<file path="config.mk">
export PLATFORM = sky130hd
export DESIGN_NAME = lifo_rd_stream_flat
export DESIGN_NICKNAME = d
export VERILOG_FILES = /design/src/rtl/lifo_rd_stream_if.sv /design/src/rtl/lifo_rd_stream.sv /design/src/flat_wrapper.sv
export SDC_FILE = /design/constraint.sdc
export NUM_CORES = 1
export LEC_CHECK = 0
export ABC_AREA = 1
export CORE_ASPECT_RATIO = 0.75
export CORE_MARGIN = 4
export CORE_UTILIZATION = 35
export DETAILED_ROUTE_END_ITERATION = 10
export MAX_ROUTING_LAYER = met4
export SYNTH_ARGS = -nofsm -noshare
export SYNTH_HDL_FRONTEND = slang
export SYNTH_SLANG_ARGS = --single-unit
</file>
<file path="constraint.sdc">
create_clock -name clk_i -period 4.7 [get_ports clk_i]
set_clock_uncertainty 0.05 [all_clocks]
set_input_delay 0.94 -clock clk_i [delete_from_list [all_inputs] [get_ports clk_i]]
set_output_delay 0.94 -clock clk_i [all_outputs]
set_load 0.01 [all_outputs]
</file>
<file path="src/rtl/lifo_rd_stream_if.sv">
// Output word stream of the LIFO read stage.
// valid/ready handshake; a word moves when both are high.
interface lifo_rd_stream_if #(
  parameter int DWIDTH = 8
);
  logic [DWIDTH-1:0] data_o;
  logic              valid_o;
  logic              ready_i;

  modport master (
    output data_o,
    output valid_o,
    input  ready_i
  );

  modport slave (
    input  data_o,
    input  valid_o,
    output ready_i
  );
endinterface

</file>
<file path="src/rtl/lifo_rd_stream.sv">
// LIFO read stage: issues pops, captures RAM data one cycle later,
// and buffers the words onto a valid/ready stream in pop order.
module lifo_rd_stream #(
  parameter  int DWIDTH    = 8,
  parameter  int BUF_DEPTH = 2,
  localparam int CWIDTH    = $clog2(BUF_DEPTH + 1)
) (
  input  logic                clk_i,
  input  logic                arstn_i,
  input  logic                empty_i,
  input  logic                wren_i,
  output logic                rdreq_o,
  input  logic [DWIDTH-1:0]   q_i,
  lifo_rd_stream_if.master    st,
  output logic [CWIDTH-1:0]   buf_cnt_o
);

  localparam int IWIDTH = $clog2(BUF_DEPTH);
  localparam logic [IWIDTH-1:0] LAST =
    IWIDTH'(BUF_DEPTH - 1);
  localparam logic [CWIDTH:0] DEPTH =
    (CWIDTH + 1)'(BUF_DEPTH);

  logic [DWIDTH-1:0] mem [BUF_DEPTH];
  logic [CWIDTH-1:0] occ_q;
  logic              inflight_q;
  logic [IWIDTH-1:0] head_q;
  logic [IWIDTH-1:0] tail_q;
  logic              pop_out;
  logic              pop_acc;
  logic [CWIDTH:0]   level;

  function automatic logic [IWIDTH-1:0] nxt(
    input logic [IWIDTH-1:0] i
  );
    return (i == LAST) ? '0 : i + 1'b1;
  endfunction

  assign pop_out = st.valid_o && st.ready_i;

  // Next-cycle occupancy; also the room test for a new pop.
  assign level = {1'b0, occ_q}
               + {{CWIDTH{1'b0}}, inflight_q}
               - {{CWIDTH{1'b0}}, pop_out};

  assign rdreq_o = arstn_i && !empty_i
                && (level < DEPTH);
  assign pop_acc = rdreq_o && !empty_i && !wren_i;

  assign st.valid_o = (occ_q != '0);
  assign st.data_o  = mem[head_q];
  assign buf_cnt_o  = occ_q;

  always_ff @(posedge clk_i or negedge arstn_i) begin
    if (!arstn_i) begin
      occ_q      <= '0;
      inflight_q <= 1'b0;
      head_q     <= '0;
      tail_q     <= '0;
    end else begin
      occ_q      <= level[CWIDTH-1:0];
      inflight_q <= pop_acc;
      if (inflight_q) tail_q <= nxt(tail_q);
      if (pop_out)    head_q <= nxt(head_q);
    end
  end

  // Storage is not reset; valid_o masks stale entries.
  always_ff @(posedge clk_i) begin
    if (inflight_q) mem[tail_q] <= q_i;
  end

endmodule

</file>
<file path="src/flat_wrapper.sv">
// flat-port wrapper written by rule: the top's interface ports become plain ports
module lifo_rd_stream_flat 
#(
  parameter  int DWIDTH    = 8,
  parameter  int BUF_DEPTH = 2,
  localparam int CWIDTH    = $clog2(BUF_DEPTH + 1)
)
  (clk_i, arstn_i, empty_i, wren_i, rdreq_o, q_i, buf_cnt_o, st_data_o, st_valid_o, st_ready_i);
  lifo_rd_stream_if #(.DWIDTH(DWIDTH)) st_i ();
  input  logic clk_i;
  input  logic arstn_i;
  input  logic empty_i;
  input  logic wren_i;
  output logic rdreq_o;
  input  logic [DWIDTH-1:0] q_i;
  output logic [CWIDTH-1:0] buf_cnt_o;
  output wire logic [$bits(st_i.data_o)-1:0] st_data_o;
  output wire logic [$bits(st_i.valid_o)-1:0] st_valid_o;
  input wire logic [$bits(st_i.ready_i)-1:0] st_ready_i;
  assign st_data_o = st_i.data_o;
  assign st_valid_o = st_i.valid_o;
  assign st_i.ready_i = st_ready_i;
  lifo_rd_stream #(.DWIDTH(DWIDTH), .BUF_DEPTH(BUF_DEPTH)) u_core (.clk_i(clk_i), .arstn_i(arstn_i), .empty_i(empty_i), .wren_i(wren_i), .rdreq_o(rdreq_o), .q_i(q_i), .st(st_i), .buf_cnt_o(buf_cnt_o));
endmodule
</file>
# Yosys cells after proc, flatten, opt, wreduce, memory -nomap -nowiden
# Memories as Yosys holds them, arrays and structs flattened.
# Index checks and enable logic that the tools add are counted.
[totals]
ramBits = 16
latchBits = 0
mem_bits_ro = 0
out_inout_bits = 12
reg_bits = 5
mem_count = 1
input_bits = 13
wordCells = 22
[classes]
n_lt_le_gt_ge = 1
n_div = 0
reduce_logical = 8
shift = 0
n_mux = 4
bitwise_logic = 0
addsub = 4
mul = 0
eq_ne = 0
[mem_list]
columns = ["name", "depth", "width", "read_ports", "rd_ports_with_merged_regs", "write_ports", "line", "source"]
rows = [
  ["u_core.mem", 2, 8, 1, 0, 1, "lifo_rd_stream.sv:24", "logic [DWIDTH-1:0] mem [BUF_DEPTH];"],
]
[ops]
columns = ["op", "count"]
rows = [
  ["$logic_and 1x1->1", 5],
  ["$mux 1", 4],
  ["$add 2x1->3", 1],
  ["$lt 3x2->1 const B", 1],
  ["$sub 3x1->3", 1],
  ["$add 1x1->1 const B", 2],
  ["$logic_not 1->1", 2],
  ["$reduce_bool 2->1", 1],
]

# Depth between registers and ports, before layout
[depth]
ltp_word = 7
mapped_depth = 13

# Worst setup path before layout
# No wires, ideal clock.
[synth_path]
path_kind = "input -> output"
from = "in st_ready_i"
to = "out rdreq_o"
slack_ns = 1.505
required_time_ns = 3.710
arrival_ns = 2.205
stages = 9
path_cell_list = "nand2_1 inv_1 ha_1 inv_1 ha_1 fa_1 nor2_1 nand2_1 inv_1"
[synth_via]
elab_chain_cells = 4
[synth_lines]
columns = ["item", "line", "source"]
rows = [
  ["start, declared", "flat_wrapper.sv:19", "input wire logic [$bits(st_i.ready_i)-1:0] st_ready_i;"],
  ["$logic_and 1x1->1", "lifo_rd_stream.sv:39", "assign pop_out = st.valid_o && st.ready_i;"],
  ["net u_core.pop_out", "lifo_rd_stream.sv:29", "logic pop_out;"],
  ["$sub 3x1->3", "lifo_rd_stream.sv:44", "- {{CWIDTH{1'b0}}, pop_out};"],
  ["net u_core.level[1]", "lifo_rd_stream.sv:31", "logic [CWIDTH:0] level;"],
  ["$lt 3x2->1", "lifo_rd_stream.sv:47", "&& (level < DEPTH);"],
  ["$logic_and 1x1->1", "lifo_rd_stream.sv:47", ""],
  ["end, declared", "flat_wrapper.sv:14", "output logic rdreq_o;"],
]
# The timed path passes the listed nets, and every way through them passes these cells.

# Worst setup path after layout
# Same ends and word-level chain as after synthesis.

==> load_flow_metrics.sql <==
INSERT INTO impl_metrics (metric_group, metric, value, unit) VALUES
('pwr', 'p_seq_frac', '0.446', ''),
('layout', 'area_growth', '34.4', '%'),
('detailed_routing', 'post_drt_via_cell_ratio', '4.15', ''),
('global_routing', 'grt_pass1_wl', '2.72', 'mm'),
('pwr', 'internal_power', '381', 'uW'),
('cts', 'clk_pin_slew_worst_paths', '100', 'ps'),
('placement', 'port_buffers', '24', ''),
('pwr', 'worst_ir_drop_vdd', '173', 'uV'),
('setup_path', 'cp.arrival', '3280', 'ps'),
('timing', 'layout_worst_path_cycle_share', '0.908', ''),
('timing', 'report.final.setup_viol', '0', ''),
('timing', 'post-route-min-period', '4270', 'ps'),
('synth', 'synth-adder-area-share', '0.0519', ''),
('setup_path', 'cp.required', '3710', 'ps'),
('setup_path', 'end_kind', 'primary output', ''),
('global_routing', 'global_route.usage.total', '0.118', ''),
('placement', 'gpl.final_weighted_congestion', '0.712', ''),
('timing', 'fin_setup_tns', '0', 'ps'),
('global_routing', 'grt-ovfl-total', '0', ''),
('cts', 'cts_sinks', '21', ''),
('timing', 'rsz0062_at_grt', 'no', ''),
('placement', 'detailed_place_hpwl', '1.22', 'mm'),
('pwr', 'power.net_switching', '200', 'uW'),
('placement', 'placed_area', '1140', 'sq um'),
('cts', 'cts.repair_timing.setup_buffer_count', '0', ''),
('die', 'placement_rows', '15', ''),
('layout', 'layout_commonest_cell', 'sky130_fd_sc_hd__nand2_1', ''),
('cts', 'clockBufferDepth', '2', ''),
('timing', 'timing_worst_slew_pin_value', '676', 'ps'),
('die', 'design.portCount', '25', ''),
('pwr', 'share_comb_of_total_power', '0.411', ''),
('setup_path', 'criticalPathCategory', 'in2out', ''),
('min_path', 'hold_path.class', 'reg2reg', ''),
('cts', 'clock_latency_late_sink', '300', 'ps'),
('synth', 'synth_top_family_by_area', 'simple AND/OR/NAND/NOR gates', ''),
('run', 'drv.max_cap_violation_count', '0', ''),
('synth', 'synth_area_per_cell', '11.6', 'sq um'),
('die', 'die_h', '51.1', 'microns'),
('setup_path', 'crit_path_max_fanout', '2', ''),
('cts', 'htreeDepth', '1', ''),
('detailed_routing', 'starting_drt_drc_count', '14', ''),
('synth', 'synth_nets', '91', ''),
('timing', 'drv_slew', '0', ''),
('synth', 'postSynthCellCount', '75', ''),
('cts', 'cts_tree', 'done', ''),
('detailed_routing', 'post-route-drc-count', '0', ''),
('synth', 'synth-compound-area-share', '0', ''),
('die', 'floorplan.initialDensity', '0.373', ''),
('detailed_routing', 'ant_nets', '0', ''),
('die', 'full_die_area', '3350', 'sq um'),
('layout', 'antenna_cells_inserted', '0', ''),
('synth', 'yosys.area_share.xor_xnor', '0.0101', ''),
('cts', 'cts_hold_buf', '0', ''),
('cts', 'cts-buffers-inserted', '3', ''),
('cts', 'cts_root_buf', 'sky130_fd_sc_hd__clkbuf_4', ''),
('outcome', 'outcome', 'completed', ''),
('global_routing', 'grt_pass1_vias', '591', ''),
('timing', 'final_hold_viol_count', '0', ''),
('detailed_routing', 'detailedRoute.firstPassIterationCount', '3', ''),
('timing', 'timing.slew.headroom', '0.547', ''),
('detailed_routing', 'dr_total_vias', '564', ''),
('detailed_routing', 'routedWlPerCell', '11.7', 'microns'),
('synth', 'synth-simple-area-share', '0.171', ''),
('setup_path', 'timing.critical_path.from_type', 'primary input', ''),
('layout', 'layout-drive-gt1-share', '0.0882', ''),
('pwr', 'switching_share', '0.344', ''),
('synth', 'syn-cell-area', '868', 'sq um'),
('detailed_routing', 'wirelength', '1.59', 'mm'),
('pwr', 'clock_power_share', '0.144', ''),
('layout', 'design_area', '1170', 'sq um'),
('synth', 'synth.yosys.warnings', '0', ''),
('pwr', 'cellPowerDensity', '497', 'nW/um^2'),
('synth', 'ys_types', '14', ''),
('die', 'die_x_extent', '65.5', 'microns'),
('setup_path', 'r2r_slack', '2590', 'ps'),
('die', 'core_area', '2330', 'sq um'),
('synth', 'postSynthRegisterBits', '21', ''),
('timing', 'achievable-frequency', '234', 'MHz'),
('global_routing', 'pin_count_of_the_biggest_net_entering_global_routing', '13', ''),
('layout', 'layout.cells.most_common_list', '33 x sky130_fd_sc_hd__nand2_1, 24 x sky130_fd_sc_hd__clkdlybuf4s50_1, 16 x sky130_fd_sc_hd__edfxtp_1', ''),
('cts', 'post_cts_gate_resize_count', '0', ''),
('pwr', 'leakage', '0.000510', 'uW'),
('layout', 'nNetsFinal', '119', ''),
('synth', 'synth.mux.area_fraction', '0', ''),
('synth', 'synth_sequential_area_ratio', '0.697', ''),
('global_routing', 'grt_antenna_before_repair', '0', '');
[per-layer routing]
layer / part of all wire / vias to the layer above / routed length [microns] / global-route usage
met5: 0 / - / 0 / -
met4: 0.019 / 0 / 30 / 0.0621
met3: 0.047 / 2 / 75 / 0.0418
met2: 0.54 / 14 / 849 / 0.200
met1: 0.40 / 258 / 629 / 0.122
li1: - / 290 / - / -
[cell usage after synthesis]
cell type | count | area share
sky130_fd_sc_hd__nor2_2 | 1 | 0.0072
sky130_fd_sc_hd__buf_6 | 1 | 0.013
sky130_fd_sc_hd__nand3_1 | 1 | 0.0058
sky130_fd_sc_hd__fa_1 | 1 | 0.023
sky130_fd_sc_hd__edfxtp_1 | 16 | 0.55
sky130_fd_sc_hd__ha_1 | 2 | 0.029
sky130_fd_sc_hd__inv_8 | 1 | 0.013
sky130_fd_sc_hd__dfrtp_1 | 5 | 0.14
sky130_fd_sc_hd__nor2_1 | 2 | 0.0086
sky130_fd_sc_hd__inv_1 | 8 | 0.035
sky130_fd_sc_hd__xor2_1 | 1 | 0.010
sky130_fd_sc_hd__nand2_1 | 33 | 0.14
sky130_fd_sc_hd__inv_2 | 2 | 0.0086
sky130_fd_sc_hd__nand2_2 | 1 | 0.0072
[sequential cells by signal, summed over array words and instances (netlist names)]
signal / flops
u_core.inflight_q: 1
u_core.mem: 16
u_core.tail_q: 1
u_core.head_q: 1
u_core.buf_cnt_o: 2
[stage by stage]
| step | power [uW] | hold slack (ps) | util | setup slack [ps] | cells |
|---|---|---|---|---|---|
| final | 580 | 451 | 0.502 | 430 | 136 |
| after global placement | 495 | 424 | 0.490 | 529 | 132 |
| after floorplan | 385 | 411 | - | 1510 | 75 |
| after detailed placement | 507 | 439 | 0.490 | 415 | 132 |
| after global routing | 630 | 485 | 0.502 | 319 | 136 |
| after CTS | 590 | 457 | 0.502 | 422 | 136 |
[power groups by stage]
stage / Sequential (uW) / Combinational, uW / Clock [uW]
detailed placement: 264 / 242 / 0
global placement: 262 / 233 / 0
CTS: 260 / 244 / 86.6
floorplan: 249 / 136 / 0
global route: 265 / 271 / 93.8
finish: 259 / 238 / 83.3
[cell type report]
class | instances | area, sq um
Clock buffer | 3 | 22.5
Clock inverter | 1 | 5.00
Fill cell | 222 | 1160
Inverter | 11 | 48.8
Multi-Input combinational cell | 42 | 203
Sequential cell | 21 | 606
Tap cell | 34 | 42.5
Timing Repair Buffer | 24 | 240
[worst max-delay path, cell delays in order]
cell and delay (ps):
sky130_fd_sc_hd__clkdlybuf4s50_1 430, sky130_fd_sc_hd__nand2_1 100, sky130_fd_sc_hd__inv_1 50, sky130_fd_sc_hd__ha_1 260, sky130_fd_sc_hd__inv_1 40, sky130_fd_sc_hd__ha_1 190, sky130_fd_sc_hd__fa_1 470, sky130_fd_sc_hd__nor2_1 120
sky130_fd_sc_hd__nand2_1 90, sky130_fd_sc_hd__inv_1 60, sky130_fd_sc_hd__clkdlybuf4s50_1 520
[cells by family (layout without fill, tap and decap cells)]
kind of cell / count (synthesis) / in the layout
xor gates and xnor gates: 1 / 1
adders and majority gates: 3 / 3
buffers and inverters: 12 / 39
DFF: 21 / 21
and+or+nand+nor: 38 / 38
[final timing paths]
kind | from | endpoint | cells past startpoint
min reg2reg | u_core.tail_q | u_core.tail_q | 1
max | st_ready_i | rdreq_o | 11
min in group asynchronous | arstn_i | u_core.head_q | 1
min | u_core.tail_q | u_core.tail_q | 1
max reg2reg | u_core.buf_cnt_o[1] | u_core.inflight_q | 11
max in group asynchronous | arstn_i | u_core.tail_q | 1
No activity file was read; power rests on OpenSTA's default activity.
